**src/rtl/sprite_pkg.sv**
```systemverilog
// ============================================================================
// Module      : sprite_pkg
// Description : Sprite register map, address legality check and sequencer
//               state encoding shared by the commit sequencer and its FIFO.
// Revision    : 1.0 - initial release
// ============================================================================
`default_nettype none

package sprite_pkg;

  localparam int DEPTH_DEFAULT = 4;

  localparam logic [5:0] SPR0_XY   = 6'h04;
  localparam logic [5:0] SPR0_BMP0 = 6'h06;
  localparam logic [5:0] SPR0_BMP1 = 6'h08;
  localparam logic [5:0] SPR0_BMP2 = 6'h0A;
  localparam logic [5:0] SPR0_BMP3 = 6'h0C;
  localparam logic [5:0] SPR1_XY   = 6'h0E;
  localparam logic [5:0] SPR1_BMP0 = 6'h10;
  localparam logic [5:0] SPR1_BMP1 = 6'h12;
  localparam logic [5:0] SPR1_BMP2 = 6'h14;
  localparam logic [5:0] SPR1_BMP3 = 6'h16;

  typedef enum logic [1:0] {
    ST_IDLE  = 2'd0,
    ST_ARMED = 2'd1,
    ST_DRAIN = 2'd2
  } seq_state_e;

  // The sprite map is a contiguous run of 16-bit registers, so even and in range is sufficient.
  function automatic logic addr_is_legal(input logic [31:0] addr);
    return (addr[0] == 1'b0) && (addr >= 32'(SPR0_XY)) && (addr <= 32'(SPR1_BMP3));
  endfunction

endpackage

`default_nettype wire

```
**src/rtl/sprite_cmd_fifo.sv**
```systemverilog
// ============================================================================
// Module      : sprite_cmd_fifo
// Description : Synchronous FIFO of {addr,data} commands; head is read
//               combinationally, occupancy is registered.
// Revision    : 1.0 - initial release
// ============================================================================
`default_nettype none

module sprite_cmd_fifo #(
  parameter int  DEPTH = 4,
  parameter int  WIDTH = 22,
  localparam int CW    = $clog2(DEPTH + 1)
) (
  input  logic             clk,
  input  logic             rst_n,
  input  logic             i_push,
  input  logic [WIDTH-1:0] i_push_data,
  input  logic             i_pop,
  output logic [WIDTH-1:0] o_head_data,
  output logic             o_full,
  output logic             o_empty,
  output logic [CW-1:0]    o_count
);

  localparam int PW = $clog2(DEPTH);

  logic [WIDTH-1:0] r_mem [DEPTH];
  logic [PW-1:0]    r_wr_ptr;
  logic [PW-1:0]    r_rd_ptr;
  logic [CW-1:0]    r_count;

  always_ff @(posedge clk) begin
    if (i_push) r_mem[r_wr_ptr] <= i_push_data;
  end

  // DEPTH is a power of two, so the pointers wrap on their own.
  always_ff @(posedge clk or negedge rst_n) begin
    if (!rst_n) begin
      r_wr_ptr <= '0;
      r_rd_ptr <= '0;
      r_count  <= '0;
    end else begin
      if (i_push) r_wr_ptr <= r_wr_ptr + PW'(1);
      if (i_pop)  r_rd_ptr <= r_rd_ptr + PW'(1);
      case ({i_push, i_pop})
        2'b10:   r_count <= r_count + CW'(1);
        2'b01:   r_count <= r_count - CW'(1);
        default: r_count <= r_count;
      endcase
    end
  end

  assign o_head_data = r_mem[r_rd_ptr];
  assign o_full      = (r_count == CW'(DEPTH));
  assign o_empty     = (r_count == '0);
  assign o_count     = r_count;

endmodule

`default_nettype wire

```
**src/rtl/sprite_commit_sequencer.sv**
```systemverilog
// ============================================================================
// Module      : sprite_commit_sequencer
// Description : Buffers CPU sprite-register writes and replays them onto the
//               register file only inside the blanking / stream-off window.
//               Define SPRITE_COMMIT_ATOMIC_EN for snapshot-per-frame commits.
// Revision    : 1.0 - initial release
// ============================================================================
`default_nettype none

module sprite_commit_sequencer
  import sprite_pkg::*;
#(
  parameter int  DEPTH = DEPTH_DEFAULT,
  parameter int  AW    = 6,
  parameter int  DW    = 16,
  localparam int CW    = $clog2(DEPTH + 1)
) (
  input  logic          clk,
  input  logic          rst_n,
  input  logic          stream_en,
  input  logic          vblank,
  input  logic          wr_valid,
  input  logic [AW-1:0] wr_addr,
  input  logic [DW-1:0] wr_data,
  output logic          wr_ready,
  output logic          reg_we,
  output logic [AW-1:0] reg_addr,
  output logic [DW-1:0] reg_wdata,
  output logic [CW-1:0] pending,
  output logic          overflow,
  input  logic          clr_overflow,
  output logic          commit_done
);

  seq_state_e       r_state;
  seq_state_e       w_state_nxt;
  logic             r_alive;
  logic             r_reg_we;
  logic [AW-1:0]    r_reg_addr;
  logic [DW-1:0]    r_reg_wdata;
  logic             r_overflow;
  logic             r_commit_done;

  logic             w_legal;
  logic             w_window;
  logic             w_push;
  logic             w_pop;
  logic             w_drains_empty;
  logic             w_full;
  logic             w_empty;
  logic [CW-1:0]    w_count;
  logic [AW+DW-1:0] w_head;

  assign w_legal        = addr_is_legal(32'(wr_addr));
  assign w_window       = !stream_en || vblank;
  // r_alive keeps wr_ready low while reset is asserted.
  assign wr_ready       = r_alive && !w_full;
  assign w_push         = wr_valid && wr_ready && w_legal;
  assign w_drains_empty = (w_count == CW'(1)) && !w_push;

  sprite_cmd_fifo #(
    .DEPTH (DEPTH),
    .WIDTH (AW + DW)
  ) u_fifo (
    .clk         (clk),
    .rst_n       (rst_n),
    .i_push      (w_push),
    .i_push_data ({wr_addr, wr_data}),
    .i_pop       (w_pop),
    .o_head_data (w_head),
    .o_full      (w_full),
    .o_empty     (w_empty),
    .o_count     (w_count)
  );

`ifdef SPRITE_COMMIT_ATOMIC_EN
  logic          r_window_q;
  logic [CW-1:0] r_snap;

  always_ff @(posedge clk or negedge rst_n) begin
    if (!rst_n) begin
      r_window_q <= 1'b0;
      r_snap     <= '0;
    end else begin
      r_window_q <= w_window;
      if (r_state == ST_ARMED && w_state_nxt == ST_DRAIN) r_snap <= w_count;
      else if (w_pop)                                     r_snap <= r_snap - CW'(1);
    end
  end
`endif

  always_comb begin
    w_state_nxt = r_state;
    w_pop       = 1'b0;
    case (r_state)
      ST_IDLE: if (w_push) w_state_nxt = ST_ARMED;
`ifdef SPRITE_COMMIT_ATOMIC_EN
      ST_ARMED: if (w_window && !r_window_q) w_state_nxt = ST_DRAIN;
      // The snapshot is drained to completion even if the window has closed.
      ST_DRAIN: begin
        w_pop = !w_empty;
        if (r_snap == CW'(1)) w_state_nxt = w_drains_empty ? ST_IDLE : ST_ARMED;
      end
`else
      ST_ARMED: if (w_window) w_state_nxt = ST_DRAIN;
      ST_DRAIN: begin
        if (!w_window) begin
          w_state_nxt = ST_ARMED;
        end else begin
          w_pop = !w_empty;
          if (w_drains_empty) w_state_nxt = ST_IDLE;
        end
      end
`endif
      default: w_state_nxt = ST_IDLE;
    endcase
  end

  always_ff @(posedge clk or negedge rst_n) begin
    if (!rst_n) begin
      r_state       <= ST_IDLE;
      r_alive       <= 1'b0;
      r_reg_we      <= 1'b0;
      r_reg_addr    <= '0;
      r_reg_wdata   <= '0;
      r_overflow    <= 1'b0;
      r_commit_done <= 1'b0;
    end else begin
      r_state       <= w_state_nxt;
      r_alive       <= 1'b1;
      r_reg_we      <= w_pop;
      r_commit_done <= w_pop && w_drains_empty;
      if (w_pop) {r_reg_addr, r_reg_wdata} <= w_head;
      // Set wins over clear; a pop in the same cycle does not make room for a full-FIFO write.
      if (wr_valid && (w_full || !w_legal)) r_overflow <= 1'b1;
      else if (clr_overflow)                r_overflow <= 1'b0;
    end
  end

  assign reg_we      = r_reg_we;
  assign reg_addr    = r_reg_addr;
  assign reg_wdata   = r_reg_wdata;
  assign pending     = w_count;
  assign overflow    = r_overflow;
  assign commit_done = r_commit_done;

endmodule

`default_nettype wire

```
**config.mk**
```make
export PLATFORM = sky130hd
export DESIGN_NAME = sprite_commit_sequencer
export DESIGN_NICKNAME = d
export VERILOG_FILES = /design/src/rtl/sprite_pkg.sv /design/src/rtl/sprite_cmd_fifo.sv /design/src/rtl/sprite_commit_sequencer.sv
export SDC_FILE = /design/constraint.sdc
export NUM_CORES = 1
export LEC_CHECK = 0
export BUFFER_PORTS_ARGS = -buffer_cell sky130_fd_sc_hd__buf_2
export CAP_MARGIN = 25
export CORE_UTILIZATION = 40
export CTS_CLUSTER_SIZE = 30
export DETAILED_ROUTE_END_ITERATION = 8
export HOLD_SLACK_MARGIN = 0.15
export PLACE_DENSITY_LB_ADDON = 0.1
export SLEW_MARGIN = 25
export SYNTH_ARGS = -nofsm -noshare
export SYNTH_HDL_FRONTEND = slang
export SYNTH_SLANG_ARGS = --single-unit
```
**constraint.sdc**
```tcl
create_clock -name clk -period 2.6 [get_ports clk]
set_input_delay 0.52 -clock clk [delete_from_list [all_inputs] [get_ports clk]]
set_output_delay 0.52 -clock clk [all_outputs]
set_load 0.05 [all_outputs]
```
==> impl_metrics.prom <==
# TYPE chip_impl_metric gauge
chip_impl_info{name="status",value="complete, but fails checks"} 1
chip_impl_info{name="violations",value="design-rule violations"} 1
chip_impl_metric{name="post_synthesis_sequential_element_count",unit=""} 123
chip_impl_metric{name="slew-limit-headroom",unit=""} 0.564
chip_impl_info{name="holdCritPathClass",value="input pin to asynchronous set/reset pin"} 1
chip_impl_info{name="clk_root_buffer_cell",value="sky130_fd_sc_hd__clkbuf_16"} 1
chip_impl_metric{name="cts.reportedPaths.clkPinSlew",unit="ns"} 0.05
chip_impl_metric{name="post_route_cell_area",unit="um^2"} 5970
chip_impl_metric{name="synth.cell_area",unit="um^2"} 4820
chip_impl_metric{name="htreeDepth",unit=""} 4
chip_impl_info{name="crit_family",value="flip-flops"} 1
chip_impl_info{name="unrepaired_setup_endpoints_after_global_routing",value="false"} 1
chip_impl_metric{name="dpl.hpwl",unit="um"} 5300
chip_impl_metric{name="total_iterations_of_the_first_detailed_routing_run",unit=""} 6
chip_impl_metric{name="postCtsHoldBufs",unit=""} 0
chip_impl_metric{name="layout-area-overhead-vs-synth",unit="%"} 23.8
chip_impl_metric{name="seqPwrFrac",unit=""} 0.471
chip_impl_metric{name="final.hold.worst_slack",unit="ns"} 0.139
chip_impl_metric{name="ir_drop",unit="uV"} 453
chip_impl_metric{name="synth_seq_area_share",unit=""} 0.729
chip_impl_metric{name="report.final.setup_viol",unit=""} 0
chip_impl_metric{name="cts_buffer_depth",unit=""} 2
chip_impl_info{name="tritoncts",value="built"} 1
chip_impl_metric{name="total_clock_sinks",unit=""} 123
chip_impl_metric{name="p_sw_frac",unit=""} 0.182
chip_impl_metric{name="chipWidth",unit="um"} 112
chip_impl_metric{name="postSynthNetCount",unit=""} 265
chip_impl_metric{name="grt_pass1_wl",unit="um"} 13300
chip_impl_metric{name="cts_made_buffers",unit=""} 17
chip_impl_metric{name="clock_power_share",unit=""} 0.515
chip_impl_metric{name="yosysWarningCount",unit=""} 0
chip_impl_metric{name="globalRoute.totalOverflow",unit=""} 0
chip_impl_info{name="critPathCaptureType",value="primary output"} 1
chip_impl_metric{name="async_reset_ff_frac",unit=""} 0.285
chip_impl_metric{name="layout.filler_cells",unit=""} 951
chip_impl_metric{name="core",unit="um^2"} 11600
chip_impl_metric{name="static_leakage",unit="nW"} 2.36
chip_impl_metric{name="critical_path.max_stage_delay",unit="ns"} 0.39
chip_impl_metric{name="remaining_drc_errors",unit=""} 6
chip_impl_info{name="synth_top_cell_by_area",value="sky130_fd_sc_hd__edfxtp_1"} 1
chip_impl_metric{name="numPortBuffers",unit=""} 56
chip_impl_metric{name="critical_path_required",unit="ns"} 2.08
chip_impl_metric{name="route.detailed.wl_per_inst",unit="um"} 17.9
chip_impl_metric{name="mean_area_per_synthesized_cell",unit="um^2"} 21.2
chip_impl_metric{name="floorplan.initialDensity",unit=""} 0.417
chip_impl_metric{name="finalNetCount",unit=""} 346
chip_impl_metric{name="total_switching_power",unit="W"} 0.000814
chip_impl_metric{name="first_iter_violations",unit=""} 108
chip_impl_metric{name="core.rowCount",unit=""} 39
chip_impl_metric{name="synth_edf_count",unit=""} 88
chip_impl_metric{name="floorplan.io_pins",unit=""} 57
chip_impl_info{name="synth.top_cells.by_count",value="88 x sky130_fd_sc_hd__edfxtp_1, 35 x sky130_fd_sc_hd__dfrtp_1, 18 x sky130_fd_sc_hd__mux2_4, 18 x sky130_fd_sc_hd__mux4_2, 10 x sky130_fd_sc_hd__inv_1"} 1
chip_impl_metric{name="final-seq-area",unit="um^2"} 3520
chip_impl_metric{name="via_per_inst",unit=""} 4.87
chip_impl_metric{name="comb_power_share",unit=""} 0.014
chip_impl_info{name="timing.critical_path.from_type",value="register"} 1
chip_impl_metric{name="post_cts_buffers",unit=""} 0
chip_impl_metric{name="num_vias",unit=""} 2266
chip_impl_metric{name="final.setup.tns",unit="ns"} 0
chip_impl_metric{name="chipHeight",unit="um"} 112
chip_impl_metric{name="grt_antenna_before_repair",unit=""} 0
chip_impl_info{name="most_frequent_cell_after_synthesis",value="sky130_fd_sc_hd__edfxtp_1"} 1
chip_impl_metric{name="numPlacedInstances",unit=""} 433
chip_impl_metric{name="groute.usage.overall",unit=""} 0.151
chip_impl_metric{name="fin_worst_skew",unit="ns"} 0.00571
chip_impl_metric{name="instances_no_fill",unit=""} 465
chip_impl_metric{name="clock_latency",unit="ns"} 0.41
chip_impl_metric{name="report.final.slew_viol_count",unit=""} 0
chip_impl_info{name="path_class",value="register to primary output"} 1
chip_impl_metric{name="wirelength",unit="um"} 8300
chip_impl_metric{name="critPathArrivalTime",unit="ns"} 1.60
chip_impl_info{name="timing.critical_path.slowest_stage_cell",value="sky130_fd_sc_hd__dfrtp_1"} 1
chip_impl_info{name="post_synth_main_area_contributors",value="sky130_fd_sc_hd__edfxtp_1 55%, sky130_fd_sc_hd__dfrtp_1 18%, sky130_fd_sc_hd__mux4_2 8.4%"} 1
chip_impl_metric{name="hold_violations",unit=""} 0
chip_impl_metric{name="largest_net_degree_at_the_start_of_global_routing",unit=""} 25
chip_impl_metric{name="maxClockFrequency",unit="MHz"} 471
chip_impl_metric{name="internal_power",unit="W"} 0.00366
chip_impl_metric{name="tightest_slew",unit="ns"} 0.654
chip_impl_metric{name="fraction_of_final_layout_cells_sized_beyond_drive_strength_1",unit=""} 0.450
chip_impl_metric{name="antenna_cells_inserted",unit=""} 0
chip_impl_metric{name="first_global_vias",unit=""} 2415
chip_impl_metric{name="power_density",unit="nW/um^2"} 750
chip_impl_metric{name="post_cts.resized_instances",unit=""} 0
chip_impl_metric{name="synth_top_area_share",unit=""} 0.548
chip_impl_metric{name="worst-path-max-fanout",unit=""} 4
chip_impl_metric{name="yosysUniqueCellTypes",unit=""} 34
chip_impl_metric{name="finalWeightedCongestion",unit=""} 0.701
chip_impl_metric{name="max_capacitance_violation_count",unit=""} 0
chip_impl_metric{name="critical_path.n_buffers_inverters",unit=""} 2
chip_impl_info{name="synth_ff_type",value="sky130_fd_sc_hd__edfxtp_1"} 1
chip_impl_metric{name="ff2ff_setup_slack",unit="ns"} 0.64
chip_impl_info{name="critical_path.cell_chain",value="inv_1 -> ha_1 -> a21boi_4 -> buf_2"} 1
chip_impl_metric{name="multi_input_area",unit="um^2"} 1230
chip_impl_metric{name="ant_nets",unit=""} 0
chip_impl_metric{name="area_enclosed_by_the_die_boundary",unit="um^2"} 12500
chip_impl_metric{name="placedInstanceArea",unit="um^2"} 5390
chip_impl_metric{name="post-route-period-util",unit=""} 0.817
chip_impl_metric{name="postSynthCellCount",unit=""} 228
chip_impl_metric{name="period_needed",unit="ns"} 2.12
worst paths after layout:
check / from / endpoint / cells past startpoint
worst min-delay path: rst_n / reg_wdata[8]$_DFFE_PN0P_ / 1
max in group asynchronous: rst_n / reg_wdata[6]$_DFFE_PN0P_ / 2
worst min register to register: r_state[0]$_DFFE_PN0P_ / r_state[0]$_DFFE_PN0P_ / 1
worst max-delay path: u_fifo.o_count[1]$_DFFE_PN0P_ / wr_ready / 4
min in group clk: wr_data[5] / u_fifo.r_mem[0][5]$_DFFE_PP_ / 1
worst max register to register: u_fifo.o_count[1]$_DFFE_PN0P_ / u_fifo.r_mem[3][7]$_DFFE_PP_ / 6
cell usage in the layout, fill, tap and decap left out, types with 4 or more instances in the layout:
master / instances
sky130_fd_sc_hd__nor2_4: 4
sky130_fd_sc_hd__clkinv_1: 5
sky130_fd_sc_hd__mux4_2: 18
sky130_fd_sc_hd__inv_1: 10
sky130_fd_sc_hd__edfxtp_1: 88
sky130_fd_sc_hd__mux4_1: 4
sky130_fd_sc_hd__buf_4: 11
sky130_fd_sc_hd__xnor2_1: 5
sky130_fd_sc_hd__mux2_2: 5
sky130_fd_sc_hd__buf_2: 56
sky130_fd_sc_hd__ha_1: 9
sky130_fd_sc_hd__dfrtp_1: 33
sky130_fd_sc_hd__clkbuf_16: 17
sky130_fd_sc_hd__mux2_4: 18
power groups by stage:
| stage | logic, W | clock network (W) | registers, W |
|---|---|---|---|
| 6_report | 0.0000627 | 0.00230 | 0.00211 |
| 5_1_grt | 0.0000714 | 0.00244 | 0.00211 |
| 4_1_cts | 0.0000658 | 0.00236 | 0.00211 |
| 3_5_place_dp | 0.0000656 | 0 | 0.00215 |
| 3_3_place_gp | 0.0000639 | 0 | 0.00215 |
| 2_1_floorplan | 0.00000521 | 0 | 0.00215 |
worst reg2reg max path, cell delays in order, from the launching register on:
cell and delay (ns):
sky130_fd_sc_hd__dfrtp_1 0.39, sky130_fd_sc_hd__inv_1 0.09, sky130_fd_sc_hd__ha_1 0.25, sky130_fd_sc_hd__a21boi_4 0.18
sky130_fd_sc_hd__nand4b_4 0.27, sky130_fd_sc_hd__nor2_4 0.29, sky130_fd_sc_hd__buf_4 0.20
state kept, by name (all words and copies together) (netlist names), 2 cells and up:
name and count:
reg_wdata 16, u_fifo.o_count 3, r_state 2, u_fifo.r_rd_ptr 2
u_fifo.r_mem 88, reg_addr 6, u_fifo.r_wr_ptr 2
routing by layer:
layer	part of all wire	vias to the layer above	global-route usage	wire length (um)
met5	0	-	0	0
met4	0.017	0	0.0919	145
met3	0.037	11	0.0452	309
met2	0.50	47	0.235	4140
met1	0.45	1151	0.185	3710
li1	-	1057	-	-
metrics by stage:
stage | util | total power, W | setup slack (ns)
final | 0.516 | 0.00448 | 0.477
after detailed placement | 0.466 | 0.00221 | 0.431
after floorplan | - | 0.00216 | 0.0189
after global routing | 0.516 | 0.00462 | 0.393
after CTS | 0.516 | 0.00454 | 0.437
after global placement | 0.466 | 0.00221 | 0.464
layout make-up:
class	count	area share
multi-input combinational	87	0.205
inverter	10	0.00629
timing repair buffer	70	0.0708
sequential	123	0.590
clock inverter	11	0.0207
clock buffer	21	0.0771
tap	143	0.0300
kinds of logic (layout without fill, tap and decap cells):
kind of cell	Yosys count	after routing	synth area share
flops	123	123	0.729
fa+ha+maj	9	9	0.0233
other cells	1	1	0.000777
buf+inv	18	112	0.0272
mux	46	46	0.176
xor+xnor	6	6	0.0109
simple gates	17	17	0.0210
compound gates	8	8	0.0119
Power figures use the tool's default switching activity.
